**config.mk**
```make
export PLATFORM = sky130hd
export DESIGN_NAME = md_cart_bus_arbiter
export DESIGN_NICKNAME = d
export VERILOG_FILES = /design/src/rtl/md_cart_bus_arbiter.sv
export SDC_FILE = /design/constraint.sdc
export NUM_CORES = 1
export LEC_CHECK = 0
export ABC_AREA = 1
export ABC_CLOCK_PERIOD_IN_PS = 2800
export CAP_MARGIN = 10
export CORE_AREA = 2 2 88 90
export DETAILED_ROUTE_END_ITERATION = 8
export DIE_AREA = 0 0 90 92
export GPL_ROUTABILITY_DRIVEN = 0
export PLACE_DENSITY = 0.91
export SYNTH_ARGS = -nofsm -noshare
export SYNTH_HDL_FRONTEND = slang
export SYNTH_SLANG_ARGS = --single-unit
export TNS_END_PERCENT = 50
```
**constraint.sdc**
```tcl
create_clock -name MCLK -period 2.8 [get_ports MCLK]
set_input_delay 0.28 -clock MCLK [delete_from_list [all_inputs] [get_ports MCLK]]
set_output_delay 0.28 -clock MCLK [all_outputs]
set_load 0.01 [all_outputs]
```
**src/rtl/md_cart_bus_arbiter.sv**
```systemverilog
// rtl/md_cart_bus_arbiter.sv - cartridge memory port arbiter: cart reads over host writes, with starvation guard
module md_cart_bus_arbiter #(
  parameter int ADDR_W        = 22,
  parameter int HOST_MAX_WAIT = 4,
  parameter int TIMEOUT       = 255
) (
  input  logic              MCLK,
  input  logic              ext_reset,
  input  logic              cart_req,
  input  logic [ADDR_W-1:0] cart_addr,
  output logic [15:0]       cart_data,
  output logic              cart_ack,
  output logic              cart_err,
  input  logic              host_req,
  input  logic [ADDR_W-1:0] host_addr,
  input  logic [15:0]       host_wdata,
  output logic              host_ack,
  output logic              host_err,
  output logic              mem_req,
  output logic              mem_we,
  output logic [ADDR_W-1:0] mem_addr,
  output logic [15:0]       mem_wdata,
  input  logic [15:0]       mem_rdata,
  input  logic              mem_ready
);

  localparam int TW = $clog2(TIMEOUT + 1);
  localparam int SW = $clog2(HOST_MAX_WAIT + 1);

  typedef enum logic [1:0] {IDLE, CART_RD, HOST_WR, ACK} state_t;

  state_t          state, state_nx;
  logic [SW-1:0]   starve_cnt;
  logic [TW-1:0]   tmo_cnt;
  logic            owner_cart;
  logic            err;
  logic            grant_host;
  logic            grant_cart;
  logic            busy;
  logic            tmo_hit;

  // Host wins only when cart is idle or the cart has already been granted HOST_MAX_WAIT times in a row.
  assign grant_host = host_req && ((starve_cnt == SW'(HOST_MAX_WAIT)) || !cart_req);
  assign grant_cart = cart_req && !grant_host;
  assign busy       = (state == CART_RD) || (state == HOST_WR);
  assign tmo_hit    = (tmo_cnt == TW'(TIMEOUT));

  always_ff @(posedge MCLK or posedge ext_reset) begin
    if (ext_reset) state <= IDLE;
    else           state <= state_nx;
  end

  always_comb begin
    state_nx = state;
    case (state)
      IDLE: begin
        if (grant_host)      state_nx = HOST_WR;
        else if (grant_cart) state_nx = CART_RD;
      end
      CART_RD, HOST_WR: begin
        if (mem_ready || tmo_hit) state_nx = ACK;
      end
      ACK:     state_nx = IDLE;
      default: state_nx = IDLE;
    endcase
  end

  always_ff @(posedge MCLK or posedge ext_reset) begin
    if (ext_reset) begin
      starve_cnt <= '0;
      tmo_cnt    <= '0;
      owner_cart <= 1'b0;
      err        <= 1'b0;
      cart_data  <= 16'h0000;
      mem_addr   <= '0;
      mem_wdata  <= '0;
    end else begin
      case (state)
        IDLE: begin
          if (grant_host) begin
            starve_cnt <= '0;
            mem_addr   <= host_addr;
            mem_wdata  <= host_wdata;
            owner_cart <= 1'b0;
            tmo_cnt    <= TW'(1);
          end else if (grant_cart) begin
            if (!host_req)
              starve_cnt <= '0;
            else if (starve_cnt != SW'(HOST_MAX_WAIT))
              starve_cnt <= starve_cnt + SW'(1);
            mem_addr   <= cart_addr;
            owner_cart <= 1'b1;
            tmo_cnt    <= TW'(1);
          end
        end
        CART_RD, HOST_WR: begin
          // tmo_cnt counts cycles spent in the state, so the abort lands after exactly TIMEOUT cycles.
          if (mem_ready) begin
            if (owner_cart) cart_data <= mem_rdata;
          end else if (tmo_hit) begin
            err <= 1'b1;
            if (owner_cart) cart_data <= 16'hFFFF;
          end else begin
            tmo_cnt <= tmo_cnt + TW'(1);
          end
        end
        ACK:     err <= 1'b0;
        default: err <= 1'b0;
      endcase
    end
  end

  always_comb begin
    mem_req  = busy;
    mem_we   = (state == HOST_WR);
    cart_ack = (state == ACK) && owner_cart;
    host_ack = (state == ACK) && !owner_cart;
    cart_err = cart_ack && err;
    host_err = host_ack && err;
  end

endmodule
```
==> results of run 1 <==
==> metrics by stage <==
stage | setup slack, ns | util
CTS | 0.545 | 0.669
global route | 0.473 | 0.669
finish | 0.543 | 0.669
global placement | 0.973 | 0.642
detailed placement | 0.907 | 0.642
floorplan | 0.780 | -
==> cell usage after synthesis (all sizes together) <==
cell    number  area, um^2
a21oi       47         235
buf         16         104
clkbuf       2        7.51
clkinv       1        3.75
dfrtp       69        1730
ha           6        75.1
inv         19        71.3
nand2      130         510
nand3       26         143
nand3b       1        7.51
nor2        56         220
nor3         2        10.0
o21a         1        7.51
o21ai       21         165
o21bai       1        7.51
o22ai        1        6.26
xnor2        1        8.76
==> power by group through the flow <==
stage / registers (mW) / clock network, mW / logic (mW)
CTS: 1.73 / 0.825 / 2.68
detailed placement: 1.75 / 0 / 2.67
global route: 1.79 / 0.865 / 2.92
floorplan: 1.90 / 0 / 1.27
finish: 1.73 / 0.815 / 2.65
global placement: 1.72 / 0 / 2.56
==> final timing paths <==
kind / slack [ns] / cells past startpoint / end
setup / recovery: 0.54 / 3 / mem_req
max in group asynchronous: 1.61 / 3 / mem_addr[5]$_DFFE_PP0P_
hold reg to reg: 0.48 / 2 / mem_wdata[11]$_DFFE_PP0P_
min in group MCLK: 0.48 / 2 / mem_wdata[11]$_DFFE_PP0P_
hold / removal: 0.39 / 2 / mem_wdata[2]$_DFFE_PP0P_
setup reg to reg: 0.96 / 7 / tmo_cnt[6]$_DFFE_PP0P_
==> layout make-up <==
cell class              instances  area, um^2
repair buffers                147        1450
well taps                     102         128
fillers                       611        2470
flip-flops and latches         69        1730
clock inverters                 4        47.5
inverters                      20        75.1
clock buffers                  11         151
multi-input cells             293        1400
==> flip-flops by register name, indices dropped and copies added, names as in the netlist <==
name / count
cart_data: 16
err: 1
mem_addr: 22
mem_wdata: 16
owner_cart: 1
starve_cnt: 3
state: 2
tmo_cnt: 8
==> layer usage <==
| metal | track usage | share of wire |
|---|---|---|
| met2 | 0.388 | 0.51 |
| met5 | 0 | 0 |
| met4 | 0.0821 | 0.014 |
| met3 | 0.0526 | 0.069 |
| met1 | 0.254 | 0.41 |
==> logic make-up after synthesis <==
logic type / count (synthesis)
AND/OR/NAND/NOR: 215
buffers and inverters: 38
adder cells (fa/ha/maj): 6
flip-flops: 69
XOR/XNOR: 1
AO/OA/AOI/OAI: 71
==> results.txt, run 1 <==
Area share of fa/ha/maj cells after synthesis: 0.0227. The tools report the overall fraction of global-route tracks in use as 0.217. Total placed instance area: 4780 um^2. The max-slew violation total from the final report was 0; the top-level port count was 141. The critical path starts at state[0]$_DFFE_PP0P_.

The clock passes through at most 2 buffers. Floorplan die area: 8280 um^2. The run gives 2.25 nW as the total leakage power.

STA classifies the critical path startpoint as a register. The area growth from synthesis to layout was 50.4%; the hold-fix buffer count after cts was 0. Average routed wire per standard cell: 13.5 um. STA classifies the critical path endpoint as an output port. The wire-length estimate of the detail-placed layout is 6.43 mm.

Among all stages on the critical path, the largest delay is contributed by sky130_fd_sc_hd__clkdlybuf4s50_1. The run gives 0.394 ns as the hold slack. The multiplexer fraction of the synthesized cell area is 0. The flow ran to the end, and the final reports show no timing, DRC or antenna violations.

The run gives 7450 um^2 as the core footprint. On the worst path, the slowest cell contributes a delay of 0.63 ns. Initial cell density of the core: 0.444. The number of antenna violations at the first check in global routing was 0. In this design, the largest share of critical-path delay is due to buffers and inverters.

The power density over cell area was 1040 nW/um^2; the post-synthesis compound-gate area fraction was 0.127. The pin slew with the least headroom to its limit is 0.741 ns. The detailed-routing iteration count for the pre-antenna-repair pass is 4. Detailed routing inserted a total of 3239 vias. The switching portion of total power was 0.389; the antenna violation net count after detailed routing was 0.

The final net count came out at 627. For the maximum resistive drop on vdd, the log shows 0.413 mV. The reg-to-reg critical path startpoint is state[0]$_DFFE_PP0P_.

The number of nets in the synthesized netlist came out at 487. The fraction of synthesized cell area in xor and xnor cells came out at 0.00265. The kind of critical path was register to output port. Post-cts repair resize count: 0. Counting flops and latches in the post-synthesis netlist gives 69.

The number of global-route vias before repair was 3177; the total power after layout was 5.20 mW. The cell-internal power came out at 3.18 mW. Count of buffers inserted at the top-level ports: 140. The critical path goes through inv_1 -> ha_1 -> clkdlybuf4s50_1. The share of the cycle needed by the critical path after routing is 0.806. For the cell count after placement, the log shows 631. Counting every instance in the synthesized netlist gives 400. The worst hold path belongs to the class input port to asynchronous set/reset pin. The final count of hold timing violations came out at 0. Data required time at the worst endpoint: 2.52 ns. In this run, the number of DRC markers left after iteration 0 of detailed routing was 113. Leaving out fill and tap cells, the most frequent cell in the layout is sky130_fd_sc_hd__clkdlybuf4s50_1.

After synthesis, the largest family of logic cells by area is simple AND/OR/NAND/NOR gates. The synthesized area per cell came out at 8.27 um^2. Filler-free cell count of the finished design: 646. For this run, design rule violations remaining after detail routing come to 0.

The shortest period the worst path allows was 2.26 ns; the number of max-cap violations was 0. From bottom edge to top edge, the die measures 92 um. The post-detailed-route via-to-cell ratio is 5.01, and the global-route wire length before repair is 14.6 mm. The synthesized-area fraction occupied by and/or/nand/nor cells was 0.269.

The clock drives 69 sinks. Summed over all failing endpoints, the final setup total negative slack is 0 ns. The count of unique library cells instantiated by Yosys came out at 27. TritonCTS built the clock tree.

The worst-case headroom to the max-slew limit was 0.506; the setup fix buffers added after clock tree synthesis was 0. The run gives 3310 um^2 as the cell area after synthesis. Clock-pin slew was measured on the worst setup and hold paths at 0.07 ns. The logs give 0 for the global route total overflow and 2.02 mW for the net load switching power. The share of total power in the clock network was 0.157; the number of inserted diodes was 0. Static timing analysis puts the maximum clock frequency at 443 MHz.

STA puts the critical path data arrival time at 1.98 ns. The count of standard-cell rows is 32. Leaving out fill and tap cells, the most frequent cells in the layout are sky130_fd_sc_hd__clkdlybuf4s50_1 (140), sky130_fd_sc_hd__nand2_1 (123), sky130_fd_sc_hd__dfrtp_1 (69), sky130_fd_sc_hd__nor2_1 (54), sky130_fd_sc_hd__a21oi_1 (47).

The part of the Yosys area used for sequential elements is 0.522. The portion of total power attributed to combinational logic is 0.510, and the power share of the sequential group is 0.333. The width of the chip was 90 um. Together, buffers and inverters on the worst path number 2.

For the number of H-tree levels, the log shows 3. In this run, CTS created clock tree buffers numbering 9. For this block, the routed nets add up to 8.70 mm of wire. For the insertion delay of the later-clocked pin in the worst-skew pair, the log shows 0.34 ns.

The maximum number of pins on one net before global-route repair is 37. For the final setup violation count, the log shows 0. The fraction of layout instances using a drive strength above 1 is 0.0956.

Clock tree root buffer cell: sky130_fd_sc_hd__clkbuf_8. The clock arrives with 0.00816 ns of skew. The count of warnings emitted by yosys was 0; the highest fanout seen on the critical path was 12. Total non-filler cell area in the finished layout: 4980 um^2. Setup repair after global routing left no endpoint under its margin.
Note: power is estimated with default switching activity, not from simulation.
==> run 2: changes to the inputs <==
Settings changed: ABC_CLOCK_PERIOD_IN_PS 2800 to 2200, CORE_AREA 2 2 88 90 to 2 2 91 93, DIE_AREA 0 0 90 92 to 0 0 93 95, PLACE_DENSITY 0.91 to 0.86.
Clock period 2.8 ns to 2.2 ns, I/O delays scaled along.
==> run 2 against run 1 <==
Compared with the run above: first-iteration DRC count is 97% higher; final area is 0.10% higher; power is 27% higher; utilization is 4.0 points lower; clock skew is 0.0045 ns higher; non-clock buffer count stayed put; routed wire length is 1.5% higher.
==> results.txt, run 2 (same netlist as run 1, synthesis figures left out) <==
The run finished with clean final reports. Top flop regs: mem_addr (22), cart_data (16), mem_wdata (16) (unchanged). Startpoint class of the critical path: a register (unchanged).

The run gives 3074 (was 3177) as the number of global-route vias before repair. The tools report the hold slack as 0.162 ns (was 0.394 ns). The overall fraction of global-route tracks in use was 0.199 (was 0.217); the setup fix buffers added after clock tree synthesis was 0 (unchanged). The count of standard-cell rows is 33 (was 32). The worst min-delay path category is input port to asynchronous set/reset pin (unchanged).

The run gives 4 (unchanged) as the detailed-routing iteration count for the pre-antenna-repair pass. The tools report the final HPWL from detailed placement as 6.46 mm (was 6.43 mm). The insertion delay of the later-clocked pin in the worst-skew pair was 0.34 ns (about the same). The fraction of layout instances using a drive strength above 1 is 0.0991 (was 0.0956).

The logs give 0 (unchanged) for the final setup violation count and 568 um (was 603 um) for the met3 layer wire length in the routed design. The tools report the final routed DRC violation total as 0 (unchanged). The tools report the floorplan die area as 8840 um^2 (was 8280 um^2).

The cell count after placement was 634 (was 631); the top-level port count was 141 (unchanged). The setup total negative slack is 0 ns (unchanged), and the share of the cycle needed by the critical path after routing is 0.946. Global route total overflow: 0 (unchanged). The most common cell after layout, fill and taps aside is sky130_fd_sc_hd__clkdlybuf4s50_1 (unchanged).

For the final count of hold timing violations, the log shows 0 (unchanged). For the initial cell density of the core, the log shows 0.417 (was 0.444). The final critical-path setup slack is 0.120 ns (was 0.543 ns). Reg-to-reg critical path startpoint: state[0]$_DFFE_PP0P_ (unchanged).

The largest clock skew in the final design came out at 0.0126 ns (was 0.00816 ns). The clock edge transition at the registers on the reported setup and hold paths was 0.08 ns (was 0.07 ns); the number of clock sinks was 69 (unchanged). The run gives 1.98 ns (was 2.52 ns) as the data required time at the worst endpoint. Clock tree root buffer cell: sky130_fd_sc_hd__clkbuf_8 (unchanged). The number of antenna violations at the first check in global routing is 0 (unchanged). The pin slew with the least headroom to its limit works out to 0.573 ns (was 0.741 ns).

The run gives 0.118 ns (was 0.907 ns) as the worst slack at placement. The logs give 650 (was 646) for the filler-free cell count of the finished design and 4980 um^2 (about the same) for the total non-filler cell area in the finished layout. The tools report the worst path arrival time as 1.86 ns (was 1.98 ns). The number of fill cells in the layout is 673 (was 611), and the area growth from synthesis to layout is 50.6% (was 50.4%). The max-slew violation total from the final report was 0 (unchanged). Setup repair after global routing left no endpoint under its margin. The vertical die dimension is 95 um (was 92 um). The slack of the worst reg-to-reg path was 0.22 ns (was 0.96 ns); the core occupancy in the finished layout was 0.629 (was 0.669). The logs give 0 (unchanged) for the number of inserted diodes and 0 (unchanged) for the number of max-cap violations.

Maximum number of pins on one net before global-route repair: 33 (was 37). Kind of critical path: register to output port (unchanged). TritonCTS built the clock tree. The shortest period the worst path allows was 2.08 ns.

The total placed instance area was 4780 um^2 (about the same); the average routed wire per standard cell was 13.6 um (was 13.5 um). Most frequent cells in the layout: sky130_fd_sc_hd__clkdlybuf4s50_1 (140), sky130_fd_sc_hd__nand2_1 (123), sky130_fd_sc_hd__dfrtp_1 (69), sky130_fd_sc_hd__nor2_1 (54), sky130_fd_sc_hd__a21oi_1 (47) (unchanged). The global-route wire length before repair is 13.9 mm (was 14.6 mm), and the hold-fix buffer count after cts is 0 (unchanged). The core footprint is 7930 um^2 (was 7450 um^2).

The vias after detailed routing was 3187 (was 3239); the number of buffers between clock root and the deepest sink was 2 (unchanged). The count of buffers inserted at the top-level ports works out to 140 (unchanged). Power density over cell area: 1320 nW/um^2 (was 1040 nW/um^2). Critical path startpoint: state[1]$_DFFE_PP0P_ (was state[0]$_DFFE_PP0P_).

The maximum resistive drop on vdd was 0.529 mV (was 0.413 mV); the total leakage power was 2.25 nW (about the same). The post-detailed-route via-to-cell ratio works out to 4.90 (was 5.01). The logs give 8.82 mm (was 8.70 mm) for the routed wire length and 0.617 (was 0.506) for the worst-case headroom to the max-slew limit.

The final net count is 627 (unchanged), and the number of DRC markers after the initial detailed-route iteration is 223 (was 113). The width of the chip is 93 um (was 90 um). The critical path endpoint category was an output port (unchanged).

The antenna violation net count after detailed routing came out at 0 (unchanged). The number of H-tree levels is 3 (unchanged), and the total power after layout is 6.58 mW (was 5.20 mW). Register with the most flip-flops: mem_addr (unchanged). The achievable frequency was 481 MHz. The sum of routed wire segments on met1 came out at 3.69 mm (was 3.56 mm).

The uppermost layer routed was met4 (unchanged). The number of flip-flops under the largest register name works out to 22 (unchanged). The amount of wire on met2 after detailed routing is 4.46 mm (was 4.41 mm). The number of clock buffers inserted by TritonCTS is 9 (unchanged), and the highest fanout seen on the critical path is 12 (unchanged).
==> run 2: path summary, 6_finish.rpt <==
| kind | endpoint | cells after the start |
|---|---|---|
| min in group MCLK | mem_addr[12]$_DFFE_PP0P_ | 3 |
| setup / recovery | mem_req | 3 |
| setup reg to reg | mem_addr[19]$_DFFE_PP0P_ | 7 |
| hold reg to reg | mem_wdata[9]$_DFFE_PP0P_ | 2 |
| max in group asynchronous | mem_addr[7]$_DFFE_PP0P_ | 3 |
| hold / removal | cart_data[0]$_DFFE_PP0P_ | 2 |
==> run 2: report_power, final <==
part	switching [mW]	total [mW]	internal, mW
Combinational	1.73	3.35	1.62
Sequential	0.357	2.21	1.85
Clock	0.495	1.02	0.527
==> run 2: worst max-delay path, cell delays in order, from the launching register on <==
cell	delay [ns]
sky130_fd_sc_hd__dfrtp_1	0.40
sky130_fd_sc_hd__inv_1	0.06
sky130_fd_sc_hd__ha_2	0.47
sky130_fd_sc_hd__clkdlybuf4s50_1	0.59
==> run 2: cell type report <==
type | instances | area [um^2] | area share
inverter | 20 | 75.1 | 0.0151
tap | 105 | 131 | 0.0264
multi-input combinational | 293 | 1400 | 0.281
sequential | 69 | 1730 | 0.346
timing repair buffer | 147 | 1450 | 0.292
clock inverter | 7 | 73.8 | 0.0148
clock buffer | 9 | 124 | 0.0249
==> run 2: layer usage <==
layer | vias to the layer above | GRT usage
met5 | - | 0
met4 | 0 | 0.0650
met3 | 12 | 0.0591
met2 | 123 | 0.346
met1 | 1491 | 0.236
li1 | 1561 | -
==> run 2: what timing repair did <==
item	4_1_cts	5_1_grt
endpoints found under the hold margin	0	0
resized for setup	1	0
endpoints found under the setup margin	1	0
==> run 3: changes to the inputs <==
Settings changed: CELL_PAD_IN_SITES_DETAIL_PLACEMENT set to 1, CELL_PAD_IN_SITES_GLOBAL_PLACEMENT set to 1, CORE_AREA 2 2 91 93 to 2 2 109 111, DIE_AREA 0 0 93 95 to 0 0 111 113, PLACE_DENSITY 0.86 to 0.84.
==> run 3 against run 2 <==
Compared with the run above: fmax fell by 0.28%; largest cell class unchanged; largest power group unchanged; non-clock buffer count fell by 1; final area rose by 4.5%; utilization fell by 17 points.
==> results.txt, run 3 (same netlist as run 1, synthesis figures left out) <==
Crit path cell chain: inv_1 -> ha_2 -> clkdlybuf4s50_1 (unchanged). The routed wire length is 10.3 mm (was 8.82 mm). The number of flip-flops under the largest register name was 22 (unchanged); the average routed wire per standard cell was 15.0 um (was 13.6 um).

Most frequent cells in the layout: sky130_fd_sc_hd__clkdlybuf4s50_1 (140), sky130_fd_sc_hd__nand2_1 (123), sky130_fd_sc_hd__dfrtp_1 (69), sky130_fd_sc_hd__nor2_1 (54), sky130_fd_sc_hd__a21oi_1 (47) (unchanged). Number of antenna violations at the first check in global routing: 0 (unchanged). Post-detailed-route via-to-cell ratio: 4.69 (was 4.90).

The overall fraction of global-route tracks in use is 0.169 (was 0.199), and the number of clock buffers inserted by TritonCTS is 9 (unchanged). Antenna violation net count after detailed routing: 0 (unchanged). For the insertion delay of the later-clocked pin in the worst-skew pair, the log shows 0.33 ns (was 0.34 ns).

The setup total negative slack is 0 ns (unchanged), and the top-level port count is 141 (unchanged). The number of DRC markers after the initial detailed-route iteration is 151 (was 223), and the worst path arrival time is 1.87 ns (was 1.86 ns). Highest fanout seen on the critical path: 12 (unchanged). The run gives 7.55 mm (was 6.46 mm) as the final HPWL from detailed placement.

The floorplan die area was 12500 um^2 (was 8840 um^2). Number of max-cap violations: 0 (unchanged). For the count of standard-cell rows, the log shows 39 (was 33). The total leakage power was 2.33 nW (was 2.25 nW). The fraction of layout instances using a drive strength above 1 came out at 0.0974 (was 0.0991). TritonCTS built the clock tree. The kind of critical path was register to output port (unchanged). The data required time at the worst endpoint was 1.98 ns (about the same); the buffers plus inverters on the worst setup path was 2 (unchanged). The run gives 0 (unchanged) as the setup fix buffers added after clock tree synthesis. The number of buffers between clock root and the deepest sink came out at 2 (unchanged). The final routed DRC violation total was 0 (unchanged); the area growth from synthesis to layout was 57.4% (was 50.6%).

The vias after detailed routing came out at 3221 (was 3187). Maximum number of pins on one net before global-route repair: 53 (was 33). The critical path endpoint category was an output port (unchanged).

The logs give 687 (was 650) for the filler-free cell count of the finished design and 11300 um^2 (was 7930 um^2) for the core footprint. The clock tree root buffer cell is sky130_fd_sc_hd__clkbuf_16 (was sky130_fd_sc_hd__clkbuf_8). The register with the most flip-flops was mem_addr (unchanged).

The number of inserted diodes was 0 (unchanged). Detailed-routing iteration count for the pre-antenna-repair pass: 4 (unchanged). The worst-case headroom to the max-slew limit is 0.676 (was 0.617). Top flop regs: mem_addr (22), cart_data (16), mem_wdata (16) (unchanged).

The clock edge transition at the registers on the reported setup and hold paths is 0.06 ns (was 0.08 ns). The maximum resistive drop on vdd is 0.550 mV (was 0.529 mV). The number of global-route vias before repair is 3581 (was 3074). The achievable frequency was 479 MHz (was 481 MHz); the final setup violation count was 0 (unchanged). Cell count after placement: 671 (was 634). Most common cell after layout, fill and taps aside: sky130_fd_sc_hd__clkdlybuf4s50_1 (unchanged). The pin slew with the least headroom to its limit works out to 0.486 ns (was 0.573 ns). The delay of the slowest cell on the worst path was 0.59 ns (about the same). Setup repair after global routing left no endpoint under its margin.

The final count of hold timing violations was 0 (unchanged); the number of clock sinks was 69 (unchanged). The run finished with clean final reports. The global-route wire length before repair came out at 17.3 mm (was 13.9 mm).

The tools report the startpoint class of the critical path as a register (unchanged). The final net count is 626 (was 627). The number of H-tree levels is 3 (unchanged).

The initial cell density of the core is 0.294 (was 0.417). The count of buffers inserted at the top-level ports works out to 140 (unchanged). The cell family with the largest share of critical-path delay was buffers and inverters (unchanged). The tools report the max-slew violation total from the final report as 0 (unchanged).

The power density over cell area was 1430 nW/um^2 (was 1320 nW/um^2). For the largest clock skew in the final design, the log shows 0.00628 ns (was 0.0126 ns). The vertical die dimension came out at 113 um (was 95 um). Width of the chip: 111 um (was 93 um).

Worst min-delay path category: input port to asynchronous set/reset pin (unchanged). The global route total overflow is 0 (unchanged), and the share of the cycle needed by the critical path after routing is 0.948 (was 0.946). The shortest period the worst path allows is 2.09 ns (was 2.08 ns). The highest-delay cell along the critical path was sky130_fd_sc_hd__clkdlybuf4s50_1 (unchanged).
run 3: repair_timing:
item	CTS	global route
endpoints found under the hold margin	0	0
gates resized for setup	1	0
hold buffers	0	0
endpoints found under the setup margin	1	0
run 3: area by class of cell:
cell class              instances  area [um^2]
clock inverters                 7          146
flip-flops and latches         69         1730
clock buffers                   9          225
inverters                      20         75.1
multi-input cells             293         1400
fillers                      1349         6060
well taps                     143          179
repair buffers                146         1460
run 3: routing by layer:
metal  global-route usage  wire (um)  up-vias
li1                     -          -     1558
met2                0.307       5260       99
met3               0.0402        577       10
met5                    0          0        -
met4               0.0508        114        0
met1                0.198       4340     1554
run 3: power by group:
group | switching [mW] | internal (mW) | total, mW
logic | 1.81 | 1.63 | 3.44
registers | 0.370 | 1.86 | 2.22
clock network | 0.560 | 1.23 | 1.79
total | 2.74 | 4.72 | 7.45
run 3: path summary, 6_finish.rpt:
kind	startpoint	to	slack [ns]	cells after the start
max reg2reg	starve_cnt[0]$_DFFE_PP0P_	state[1]$_DFFE_PP0P_	0.38	10
max in group asynchronous	ext_reset	mem_addr[10]$_DFFE_PP0P_	1.38	3
max	state[0]$_DFFE_PP0P_	mem_req	0.11	3
min in group MCLK	host_addr[15]	mem_addr[15]$_DFFE_PP0P_	0.45	3
min	ext_reset	err$_DFFE_PP0P_	0.21	2
min reg2reg	mem_wdata[4]$_DFFE_PP0P_	mem_wdata[4]$_DFFE_PP0P_	0.47	2
run 3: metrics by stage:
| stage | power, mW | worst slack, ns | cell area [um^2] | hold WS (ns) | util |
|---|---|---|---|---|---|
| floorplan | 4.03 | 0.240 | 3310 | 0.360 | - |
| global placement | 5.54 | 0.319 | 4840 | 0.453 | 0.429 |
| detailed placement | 5.71 | 0.190 | 4840 | 0.462 | 0.429 |
| CTS | 7.57 | 0.0826 | 5210 | 0.208 | 0.462 |
| global route | 8.00 | 0.0433 | 5210 | 0.233 | 0.462 |
| finish | 7.45 | 0.114 | 5210 | 0.208 | 0.462 |
